`config.mk`:
```
export PLATFORM = sky130hd
export DESIGN_NAME = cpu_ctrl
export DESIGN_NICKNAME = d
export VERILOG_FILES = /design/src/rtl/cpu_ctrl.sv
export SDC_FILE = /design/constraint.sdc
export NUM_CORES = 1
export LEC_CHECK = 0
export CELL_PAD_IN_SITES_DETAIL_PLACEMENT = 1
export CELL_PAD_IN_SITES_GLOBAL_PLACEMENT = 1
export CORE_AREA = 4 4 86 88
export DETAILED_ROUTE_END_ITERATION = 16
export DIE_AREA = 0 0 90 92
export DONT_BUFFER_PORTS = 1
export PLACE_DENSITY_LB_ADDON = 0.1
export RECOVER_POWER = 100
export SLEW_MARGIN = 20
export SYNTH_ARGS = -nofsm -noshare
export SYNTH_HDL_FRONTEND = slang
export SYNTH_SLANG_ARGS = --single-unit
```
`constraint.sdc`:
```
create_clock -name clk -period 2.15 [get_ports clk]
set_clock_uncertainty 0.1 [all_clocks]
set_input_delay 0.1075 -clock clk [delete_from_list [all_inputs] [get_ports clk]]
set_output_delay 0.1075 -clock clk [all_outputs]
set_load 0.02 [all_outputs]
```
`src/rtl/cpu_ctrl.sv`:
```
// Multi-cycle control FSM sequencing fetch, decode, register read, ALU execute and write-back.
// Define CPU_CTRL_BRANCH_EN to enable the JMP (1000) and BZ (1001) opcodes; otherwise they decode as illegal.
module cpu_ctrl (
    input  logic        clk,
    input  logic        rst,
    input  logic        start,
    output logic        imem_req,
    output logic [7:0]  imem_addr,
    input  logic        imem_ack,
    input  logic [15:0] imem_data,
    output logic        rf_rd_en,
    input  logic        rf_rd_valid,
    output logic [1:0]  rf_rd,
    output logic [1:0]  rf_rs,
    output logic [3:0]  rf_we,
    output logic        alu_start,
    output logic [2:0]  alu_op,
    output logic [7:0]  alu_imm,
    input  logic        alu_done,
    input  logic        alu_zero,
    output logic        busy,
    output logic        halted,
    output logic        illegal,
    output logic [15:0] retired
);

    typedef enum logic [2:0] {
        S_IDLE, S_FETCH, S_DECODE, S_READ, S_EXEC, S_WB, S_HALTED
    } state_t;

    typedef enum logic [3:0] {
        OP_NOP  = 4'h0, OP_ADD = 4'h1, OP_SUB = 4'h2, OP_AND = 4'h3,
        OP_OR   = 4'h4, OP_MOV = 4'h5, OP_LDI = 4'h6, OP_HALT = 4'h7,
        OP_JMP  = 4'h8, OP_BZ  = 4'h9
    } op_t;

    localparam logic [2:0] ALU_LDI = 3'b101;

    state_t      state;
    logic [7:0]  pc;
    logic [15:0] ir;
    logic        zero_flag;

    // Register ops ADD..MOV (1..5) map onto ALU codes 0..4.
    function automatic logic [2:0] alu_code(input logic [3:0] op);
        return 3'(op - 4'd1);
    endfunction

    assign imem_addr = pc;
    assign rf_rd     = ir[11:10];
    assign rf_rs     = ir[9:8];
    assign alu_imm   = ir[7:0];

`ifndef CPU_CTRL_BRANCH_EN
    logic unused_zero_flag;
    assign unused_zero_flag = zero_flag;
`endif

    always_ff @(posedge clk or negedge rst) begin
        if (!rst) begin
            state     <= S_IDLE;
            pc        <= 8'h00;
            ir        <= 16'h0000;
            zero_flag <= 1'b0;
            retired   <= 16'h0000;
            imem_req  <= 1'b0;
            rf_rd_en  <= 1'b0;
            rf_we     <= 4'b0000;
            alu_start <= 1'b0;
            alu_op    <= 3'b000;
            busy      <= 1'b0;
            halted    <= 1'b0;
            illegal   <= 1'b0;
        end else begin
            // NOTE: pulse outputs default low every cycle with non-blocking assigns; a later
            // assignment in the same block overrides it, so each pulse lasts exactly one cycle.
            illegal   <= 1'b0;
            alu_start <= 1'b0;
            rf_we     <= 4'b0000;

            case (state)
                S_IDLE: begin
                    if (start) begin
                        imem_req <= 1'b1;
                        busy     <= 1'b1;
                        state    <= S_FETCH;
                    end
                end

                S_FETCH: begin
                    if (imem_ack) begin
                        ir       <= imem_data;
                        imem_req <= 1'b0;
                        state    <= S_DECODE;
                    end
                end

                S_DECODE: begin
                    case (ir[15:12])
                        OP_ADD, OP_SUB, OP_AND, OP_OR, OP_MOV: begin
                            rf_rd_en <= 1'b1;
                            state    <= S_READ;
                        end
                        OP_LDI: begin
                            alu_start <= 1'b1;
                            alu_op    <= ALU_LDI;
                            state     <= S_EXEC;
                        end
                        OP_HALT: begin
                            retired <= retired + 16'd1;
                            busy    <= 1'b0;
                            halted  <= 1'b1;
                            state   <= S_HALTED;
                        end
                        OP_NOP: begin
                            pc       <= pc + 8'd1;
                            retired  <= retired + 16'd1;
                            imem_req <= 1'b1;
                            state    <= S_FETCH;
                        end
`ifdef CPU_CTRL_BRANCH_EN
                        OP_JMP, OP_BZ: begin
                            if (ir[15:12] == OP_JMP || zero_flag)
                                pc <= ir[7:0];
                            else
                                pc <= pc + 8'd1;
                            retired  <= retired + 16'd1;
                            imem_req <= 1'b1;
                            state    <= S_FETCH;
                        end
`endif
                        default: begin
                            // Undefined opcodes flag and then retire as a NOP.
                            illegal  <= 1'b1;
                            pc       <= pc + 8'd1;
                            retired  <= retired + 16'd1;
                            imem_req <= 1'b1;
                            state    <= S_FETCH;
                        end
                    endcase
                end

                S_READ: begin
                    if (rf_rd_valid) begin
                        rf_rd_en  <= 1'b0;
                        alu_start <= 1'b1;
                        alu_op    <= alu_code(ir[15:12]);
                        state     <= S_EXEC;
                    end
                end

                S_EXEC: begin
                    if (alu_done) begin
                        zero_flag <= alu_zero;
                        alu_op    <= 3'b000;
                        rf_we     <= 4'b0001 << ir[11:10];
                        state     <= S_WB;
                    end
                end

                S_WB: begin
                    pc       <= pc + 8'd1;
                    retired  <= retired + 16'd1;
                    imem_req <= 1'b1;
                    state    <= S_FETCH;
                end

                S_HALTED: begin
                    halted <= 1'b1;
                end

                default: state <= S_IDLE;
            endcase
        end
    end

endmodule

```
Word level (Yosys, flattened, before mapping)
Index checks and enable logic that the tools add are counted.
{"block": "word_totals", "ff_bits": 56, "input_bits": 23, "out_inout_bits": 49, "word_cells": 92}
{"block": "op_classes", "add_sub_neg": 3, "eq_ne": 22, "shifts": 1, "mux": 32, "bitwise": 1, "reduce_logical": 21}
{"operator": "16-bit one-hot mux with 2 select lines", "count": 1}
{"operator": "3-bit 2-to-1 mux", "count": 7}
{"operator": "3-bit one-hot mux with 7 select lines", "count": 1}
{"operator": "2-bit inequality test, second input constant", "count": 9}
{"operator": "3-bit one-hot mux with 3 select lines", "count": 2}
{"operator": "16-bit by 1-bit adder with 16-bit output, second input constant", "count": 1}
{"operator": "4-bit by 3-bit equality test with 1-bit output, second input constant", "count": 4}
{"operator": "16-bit 2-to-1 mux", "count": 1}
{"operator": "8-bit one-hot mux with 2 select lines", "count": 1}
{"operator": "1-bit 2-to-1 mux", "count": 11}
{"operator": "3-bit equality test, second input constant", "count": 3}
{"operator": "8-bit by 1-bit adder with 8-bit output, second input constant", "count": 1}
{"operator": "4-bit by 2-bit equality test with 1-bit output, second input constant", "count": 2}
{"operator": "4-bit 2-to-1 mux", "count": 2}
{"operator": "8-bit 2-to-1 mux", "count": 1}
{"operator": "1-bit one-hot mux with 2 select lines", "count": 4}
{"operator": "2-bit AND reduction", "count": 4}
{"operator": "4-bit AND reduction", "count": 2}
{"operator": "2-bit nonzero test", "count": 4}
{"operator": "8-bit OR reduction", "count": 1}
{"operator": "7-bit OR reduction", "count": 1}
{"operator": "3-bit by 2-bit equality test with 1-bit output, second input constant", "count": 2}
{"operator": "3-bit AND reduction", "count": 2}
{"operator": "6-bit OR reduction", "count": 1}
{"operator": "other kinds (12)", "count": 12}

Logic depth before layout (Yosys ltp)
Gate-level depths: netlist of run 1.
{"block": "depth", "depth_word": 4, "depth_mapped": 7, "depth_no_buf": 6}

Worst setup path before layout of run 1
No wires, ideal clock.
{"block": "synth_timing", "path_kind": "register -> register", "startpoint": "register ir[12]", "endpoint": "register pc[1] (netlist: imem_addr[1])", "setup_ns": 0.125, "t_arrival_ns": 1.887, "required_ns": 1.925, "setup_slack_ns": 0.038, "stages_incl_launch_ff": 7, "n_path_buf": 0, "synth_period_minus_slack_ns": 2.112, "cell_sequence": "dfrtp_1 inv_1 ha_1 or2_1 a211o_1 o21ai_1 mux2_2"}
{"block": "synth_via", "elab_chain_cells": 4, "elab_cells_between_ends": 10, "classes_between": "eq/ne: 8; reduce/logical: 2"}
{"element": "start: declaration", "line_no": "41", "source": "logic [15:0] ir;"}
{"element": "start signal: assignment", "line_no": "92", "source": "ir <= imem_data;"}
{"element": "4-bit by 3-bit equality test with 1-bit output, or another cell as far along", "line_no": "99", "source": "case (ir[15:12])"}
{"element": "7-bit OR reduction (no line) (*)"}
{"element": "2-bit inequality test (no line) (*)"}
{"element": "2-bit AND reduction (no line) (*)"}
{"element": "end signal: assignment", "line_no": "116", "source": "pc <= pc + 8'd1;"}
{"element": "end signal: assignment", "line_no": "135", "source": "pc <= pc + 8'd1;"}
{"element": "end signal: assignment", "line_no": "162", "source": "pc <= pc + 8'd1;"}
{"element": "end: declaration", "line_no": "40", "source": "logic [7:0] pc;"}
Every way passes the cells marked *; elsewhere a longest branch is shown, timed or not.
A chain may end at the register's enable or synchronous reset.

Final worst setup path of run 1
{"block": "layout_timing", "startpoint": "register ir[12]", "endpoint": "register retired[10]"}
{"block": "layout_via", "elab_chain_cells": 4, "elab_cells_between_ends": 9, "classes_between": "eq/ne: 7; reduce/logical: 2"}
{"element": "4-bit by 3-bit equality test with 1-bit output, or another cell as far along", "line_no": "99"}
{"element": "6-bit OR reduction (no line) (*)"}
{"element": "2-bit inequality test (no line) (*)"}
{"element": "2-bit AND reduction (no line) (*)"}
{"element": "end signal: assignment", "line_no": "110", "source": "retired <= retired + 16'd1;"}
{"element": "end signal: assignment", "line_no": "117", "source": "retired <= retired + 16'd1;"}
{"element": "end signal: assignment", "line_no": "136", "source": "retired <= retired + 16'd1;"}
{"element": "end: declaration", "line_no": "24", "source": "output logic [15:0] retired"}
Marks and branches as above.

==> results of run 1 <==
## flip-flops by register name (all words and copies together) (netlist names)
| name | count |
|---|---|
| rf_we | 4 |
| retired | 16 |
| alu_start | 1 |
| halted | 1 |
| rf_rd_en | 1 |
| imem_addr | 8 |
| alu_op | 3 |
| state | 3 |
| illegal | 1 |
| ir | 16 |
| imem_req | 1 |
| busy | 1 |
## repair_timing
action,4_1_cts,5_1_grt
hold endpoints to repair,78,0
endpoints found under the setup margin,4,16
gates resized for setup,4,11
pin swaps,1,5
buffers inserted,1,3
hold buffers,20,0
gates cloned,0,1
## cell usage in the layout (no fill, tap or decap), types with 3 or more instances in the layout
cell type / synthesis / final
a211oi_1: 10 / 10
a211oi_2: 3 / 3
a21oi_1: 10 / 10
a31oi_1: 3 / 3
and3_1: 4 / 4
and4_1: 4 / 4
buf_4: 13 / 16
buf_6: 1 / 3
clkbuf_1: 4 / 5
clkbuf_8: 0 / 6
dfrtp_1: 56 / 54
dlygate4sd3_1: 0 / 19
ha_1: 6 / 3
inv_1: 9 / 7
mux2_2: 21 / 21
nand2_1: 13 / 12
nand2b_1: 3 / 3
nand3_1: 12 / 12
nand4_1: 3 / 3
nor2_1: 5 / 5
nor3_1: 4 / 4
o21ai_0: 4 / 4
xor2_1: 21 / 21
## power by group through the flow
stage                     logic, mW  clock network (mW)  registers [mW]
after floorplan                1.54                   0            1.79
after global placement         1.51                   0            2.09
after detailed placement       1.57                   0            2.12
after CTS                      1.68               0.620            2.09
after global routing           1.98               0.659            2.17
final                          1.79               0.578            2.11
## critical path, cell delays in order (launching register included)
cell	delay (ns)
dfrtp_2	0.45
inv_2	0.09
ha_4	0.17
nor4_4	0.05
buf_4	0.17
o311ai_4	0.48
buf_6	0.18
a21oi_1	0.07
xor2_1	0.16
## routing by layer
metal / routed length, um / part of all wire [%] / track usage (%)
met5: 0 / 0 / 0
met4: 74 / 1.1 / 4.34
met3: 411 / 6.3 / 5.41
met2: 3430 / 52 / 27.9
met1: 2650 / 40 / 18.5
## worst max-delay path by stage
| stage | start | endpoint | slack [ns] | cells after the start |
|---|---|---|---|---|
| 6_report | ir[12] | retired[10] | 0.10 | 8 |
| 5_1_grt | ir[12] | retired[14] | -0.01 | 8 |
| 4_1_cts | ir[12] | retired[14] | 0.001 | 6 |
| 3_5_place_dp | ir[13] | imem_addr[5] | -0.04 | 8 |
| 3_3_place_gp | ir[12] | imem_addr[5] | 0.05 | 7 |
| 2_1_floorplan | ir[12] | imem_addr[1] | 0.04 | 6 |
## metrics by stage
| stage | setup slack, ns | cells | util, % | hold slack, ns |
|---|---|---|---|---|
| after floorplan | 0.0379 | 249 | - | -0.288 |
| after global placement | 0.0546 | 325 | 44.6 | -0.286 |
| after detailed placement | -0.0403 | 325 | 44.6 | -0.286 |
| after CTS | 0.00137 | 354 | 49.8 | 0.00232 |
| after global routing | -0.0132 | 358 | 50.4 | 0.00487 |
| final | 0.100 | 358 | 50.4 | 0.0105 |
## cells by family (layout without fill, tap and decap cells)
logic type	after synthesis	after routing	synth area share, %
compound gates	49	50	13.6
fa+ha+maj	6	6	2.62
simple gates	60	60	12.7
buf+inv	32	60	6.33
mux	23	23	8.94
xor+xnor	23	23	7.02
flops	56	56	48.9
## layout make-up
cell class / instances / area [um^2]
timing repair buffer: 43 / 364
tap: 80 / 100
multi-input combinational: 162 / 1350
clock buffer: 7 / 86.3
fill: 715 / 3300
inverter: 9 / 33.8
sequential: 56 / 1400
clock inverter: 1 / 7.51
==> impl_metrics.csv, run 1 <==
group,metric,value,unit
status,status,"finished clean",
global_routing,grt_pass1_vias,2162,
logic_synthesis,syn_area,2870,um^2
drt,first_iter_violations,35,
setup_path,reg2reg_to,"retired[10]",
final_layout,synthToLayoutAreaGrowth,16.7,%
drt,wl_per_cell,18.3,um
clock_network,clockBufferDepth,2,
place,post_dp_cell_area,2960,um^2
pwr,power_switching,1.95,mW
floorplanning,io_pins,72,
setup_path,r2r_slack,0.10,ns
clock_network,cts_sinks,56,
final_layout,layout-drive-gt1-share,24.8,%
setup_path,crit_arrival,2.13,ns
floorplanning,fp.dieW,90,um
drt,drtPass1Iterations,4,
logic_synthesis,synthesis.nets,278,
global_routing,antenna_found_initial,0,
sta,slew_headroom,10.3,%
final_layout,nNetsFinal,306,
logic_synthesis,synth_cell_types,49,
setup_path,path_class,"reg2reg",
pwr,seq_power_share,47.1,%
global_routing,grt_first_pass_wirelength,10.7,mm
logic_synthesis,synth_most_common_cell,"dfrtp_1",
pwr,power.density,1340,nW/um^2
floorplanning,die_area,8280,um^2
floorplanning,die_h,92,um
sta,setup_violations,0,
logic_synthesis,avgSynthCellArea,11.5,um^2
drt,vias,2035,
sta,setup-tns-final,0,ns
sta,fin_crit_sh,95.3,%
setup_path,worstSetupStartpointType,"register",
sta,drv_slew,0,
setup_path,ff2ff_path_depth,8,
clock_network,cts-buffers-inserted,5,
drt,drc,0,
place,finalWeightedCongestion,0.880,
logic_synthesis,synthArstFlopShare,100,%
pwr,internal_power,2.53,mW
global_routing,grt_max_degree,57,
clock_network,clkLatencyLatePin,0.30,ns
global_routing,grt_usage,15.9,%
pwr,p_leak,1.46,nW
setup_path,critical_path_required,2.23,ns
place,portBuffers,0,
logic_synthesis,yosys_most_used_dff,"dfrtp_1",
flow_run,maxCapViolations,0,
clock_network,htreeDepth,2,
drt,final_antenna_net_count,0,
sta,fmax,488,MHz
floorplanning,std_cell_rows,30,
pwr,total_power,4.48,mW
logic_synthesis,synth-edff-count,0,
hold_path,hold_class,"in2reg",
sta,hold_viol,0,
final_layout,stdcell_area,3350,um^2
drt,vias_per_cell,5.68,
final_layout,diodes,0,
place,place_hpwl,4.72,mm
clock_network,root_buffer,"clkbuf_8",
setup_path,r2r_start,"ir[12]",
floorplanning,start_util,43.2,%
hold_path,whs_path_depth,3,
hold_path,holdPathEnd,"rf_we[2]",
floorplanning,core_area,6640,um^2
hold_path,min_from,"alu_done",
clock_network,cts_tree,"done",
pwr,combPwrFrac,40.0,%
drt,wirelength,6.57,mm
logic_synthesis,synth_area_leader_cell,"dfrtp_1",
logic_synthesis,yosys-top-cells-count,"56 x dfrtp_1, 21 x mux2_2, 21 x xor2_1, 13 x buf_4, 13 x nand2_1",
logic_synthesis,ys_seq_area_share,48.9,%
pwr,vdd_drop_max,0.567,mV
sta,tightest_slew,1.35,ns
global_routing,overflow,0,
pwr,power.share.clock,12.9,%
setup_path,path_max_fanout,5,
pwr,switching_share,43.4,%
setup_path,end_kind,"register",
logic_synthesis,synth_top_area_share,48.9,%
logic_synthesis,synth_warnings,0,
logic_synthesis,synth.area.top_cells,"dfrtp_1 49%, mux2_2 8.2%, xor2_1 6.4%",
logic_synthesis,synth_cells,249,
sta,period_minus_slack,2.05,ns
logic_synthesis,synth-seq-cells,56,
clock_network,path_clk_slew,0.10,ns
Power figures use the tool's default switching activity.
==> inputs of run 2 (changes only) <==
--- a/config.mk
+++ b/config.mk
@@ -11,6 +11,7 @@
 export DETAILED_ROUTE_END_ITERATION = 16
 export DIE_AREA = 0 0 90 92
 export DONT_BUFFER_PORTS = 1
+export MAX_ROUTING_LAYER = met4
 export PLACE_DENSITY_LB_ADDON = 0.1
 export RECOVER_POWER = 100
 export SLEW_MARGIN = 20
==> impl_metrics.csv, run 2 (synthesis results as in run 1) <==
group,metric,value,unit
sta,tightest_slew,1.40,ns
clock_network,path_clk_slew,0.09,ns
final_layout,final_cell_mix,"55 x dfrtp_1, 21 x mux2_2, 21 x xor2_1",
setup_path,critPathMaxStageDelay,0.48,ns
final_layout,diodes,0,
final_layout,synthToLayoutAreaGrowth,18.4,%
sta,setup-tns-final,0,ns
sta,hold_viol,0,
drt,vias,2028,
setup_path,path_class,"reg2reg",
place,post_dp_cell_area,2970,um^2
floorplanning,die_area,8280,um^2
clock_network,clockBufferDepth,2,
pwr,power.density,1340,nW/um^2
place,portBuffers,0,
global_routing,grt_usage,17.8,%
global_routing,grt_first_pass_wirelength,11.5,mm
sta,period_minus_slack,2.12,ns
drt,wl_per_cell,19.2,um
setup_path,path_cells,"inv_1, ha_2, nor4_4, buf_4, o311ai_4, nand2_2, mux2_2",
setup_path,crit_arrival,2.21,ns
floorplanning,std_cell_rows,30,
sta,whs,0.0204,ns
setup_path,path_delay_family,"compound AO/OA/AOI/OAI gates",
sta,drv_slew,0,
place,dpl_worst_slack,-0.0902,ns
floorplanning,start_util,43.2,%
setup_path,end_kind,"register",
pwr,vdd_drop_max,0.629,mV
drt,drc,0,
final_layout,final_cells,361,
pwr,p_leak,1.48,nW
hold_path,hold_class,"in2reg",
status,status,"finished clean",
drt,final_antenna_net_count,0,
sta,worst_slack,0.0319,ns
setup_path,worstSetupStartpointType,"register",
drt,drtPass1Iterations,4,
flow_run,maxCapViolations,0,
global_routing,grt_pass1_vias,2219,
floorplanning,io_pins,72,
global_routing,overflow,0,
floorplanning,fp.dieW,90,um
sta,fmax,472,MHz
clock_network,cts_sinks,56,
final_layout,nNetsFinal,309,
floorplanning,die_h,92,um
floorplanning,core_area,6640,um^2
drt,first_iter_violations,38,
place,place_hpwl,4.79,mm
setup_path,worst-path-buf-inv,2,
drt,wirelength,6.94,mm
global_routing,antenna_found_initial,0,
place,dp_cells,326,
clock_network,clkLatencyLatePin,0.30,ns
final_layout,layout-drive-gt1-share,25.6,%
final_layout,stdcell_area,3390,um^2
place,finalWeightedCongestion,0.865,
clock_network,root_buffer,"clkbuf_8",
setup_path,critical_path_required,2.24,ns
pwr,total_power,4.56,mW
clock_network,htreeDepth,2,
clock_network,cts_tree,"done",
sta,fin_crit_sh,98.5,%
clock_network,cts-buffers-inserted,5,
setup_path,path_max_fanout,5,
sta,setup_violations,0,
drt,vias_per_cell,5.62,
sta,rsz0062_at_grt,"yes",
sta,slew_headroom,6.90,%
final_layout,final_util,51.1,%
final_layout,layout_commonest_cell,"dfrtp_1",
setup_path,cpMaxStageDelayCell,"o311ai_4",
global_routing,grt_max_degree,57,
-- run 2: cell count changes in the layout (fill, tap and decap cells not counted), sizes merged --
cell / change
clkinvlp: -1
dlygate4sd3: +1
clkinv: +2
buf: +2
clkbuf: -1
-- run 2: worst paths after layout --
path	startpoint	endpoint	slack, ns	cells past startpoint
setup / recovery	ir[12]	retired[1]	0.03	7
hold / removal	alu_done	rf_we[2]	0.02	3
setup reg to reg	ir[12]	retired[1]	0.03	7
hold reg to reg	retired[15]	retired[15]	0.51	1
max in group asynchronous	rst	ir[12]	0.39	2
min in group asynchronous	rst	imem_addr[0]	0.65	2
-- run 2: tightest hold or removal path: cells and delay by family --
family	cells	cell delay, ns
and+or+nand+nor	3	0.29
-- run 2: metal layers --
metal  global-route usage [%]  share of wire [%]  up-vias
met2                     30.7                 53       50
met3                     5.33                5.5        6
met4                     4.59               0.86        0
met1                     20.4                 41     1033
li1                         -                  -      939
met5                        -                  0        -
-- run 2: area by class of cell --
cell class / count / area (um^2)
fillers: 715 / 3250
repair buffers: 46 / 385
clock inverters: 2 / 10.0
flip-flops and latches: 56 / 1400
multi-input cells: 162 / 1380
well taps: 80 / 100
clock buffers: 6 / 82.6
inverters: 9 / 33.8
-- run 2: where the power goes --
| part | switching, mW | leakage, nW | internal, mW | total, mW |
|---|---|---|---|---|
| Combinational | 0.940 | 0.731 | 0.916 | 1.86 |
| Sequential | 0.744 | 0.702 | 1.37 | 2.12 |
| Clock | 0.326 | 0.0510 | 0.258 | 0.584 |
-- run 2: repair_timing --
item,CTS,global route
gates cloned,1,0
resized for setup,5,11
pin swaps,4,4
buffers inserted,3,2
hold buffers,21,0
endpoints found under the setup margin,13,20
endpoints found under the hold margin,79,0
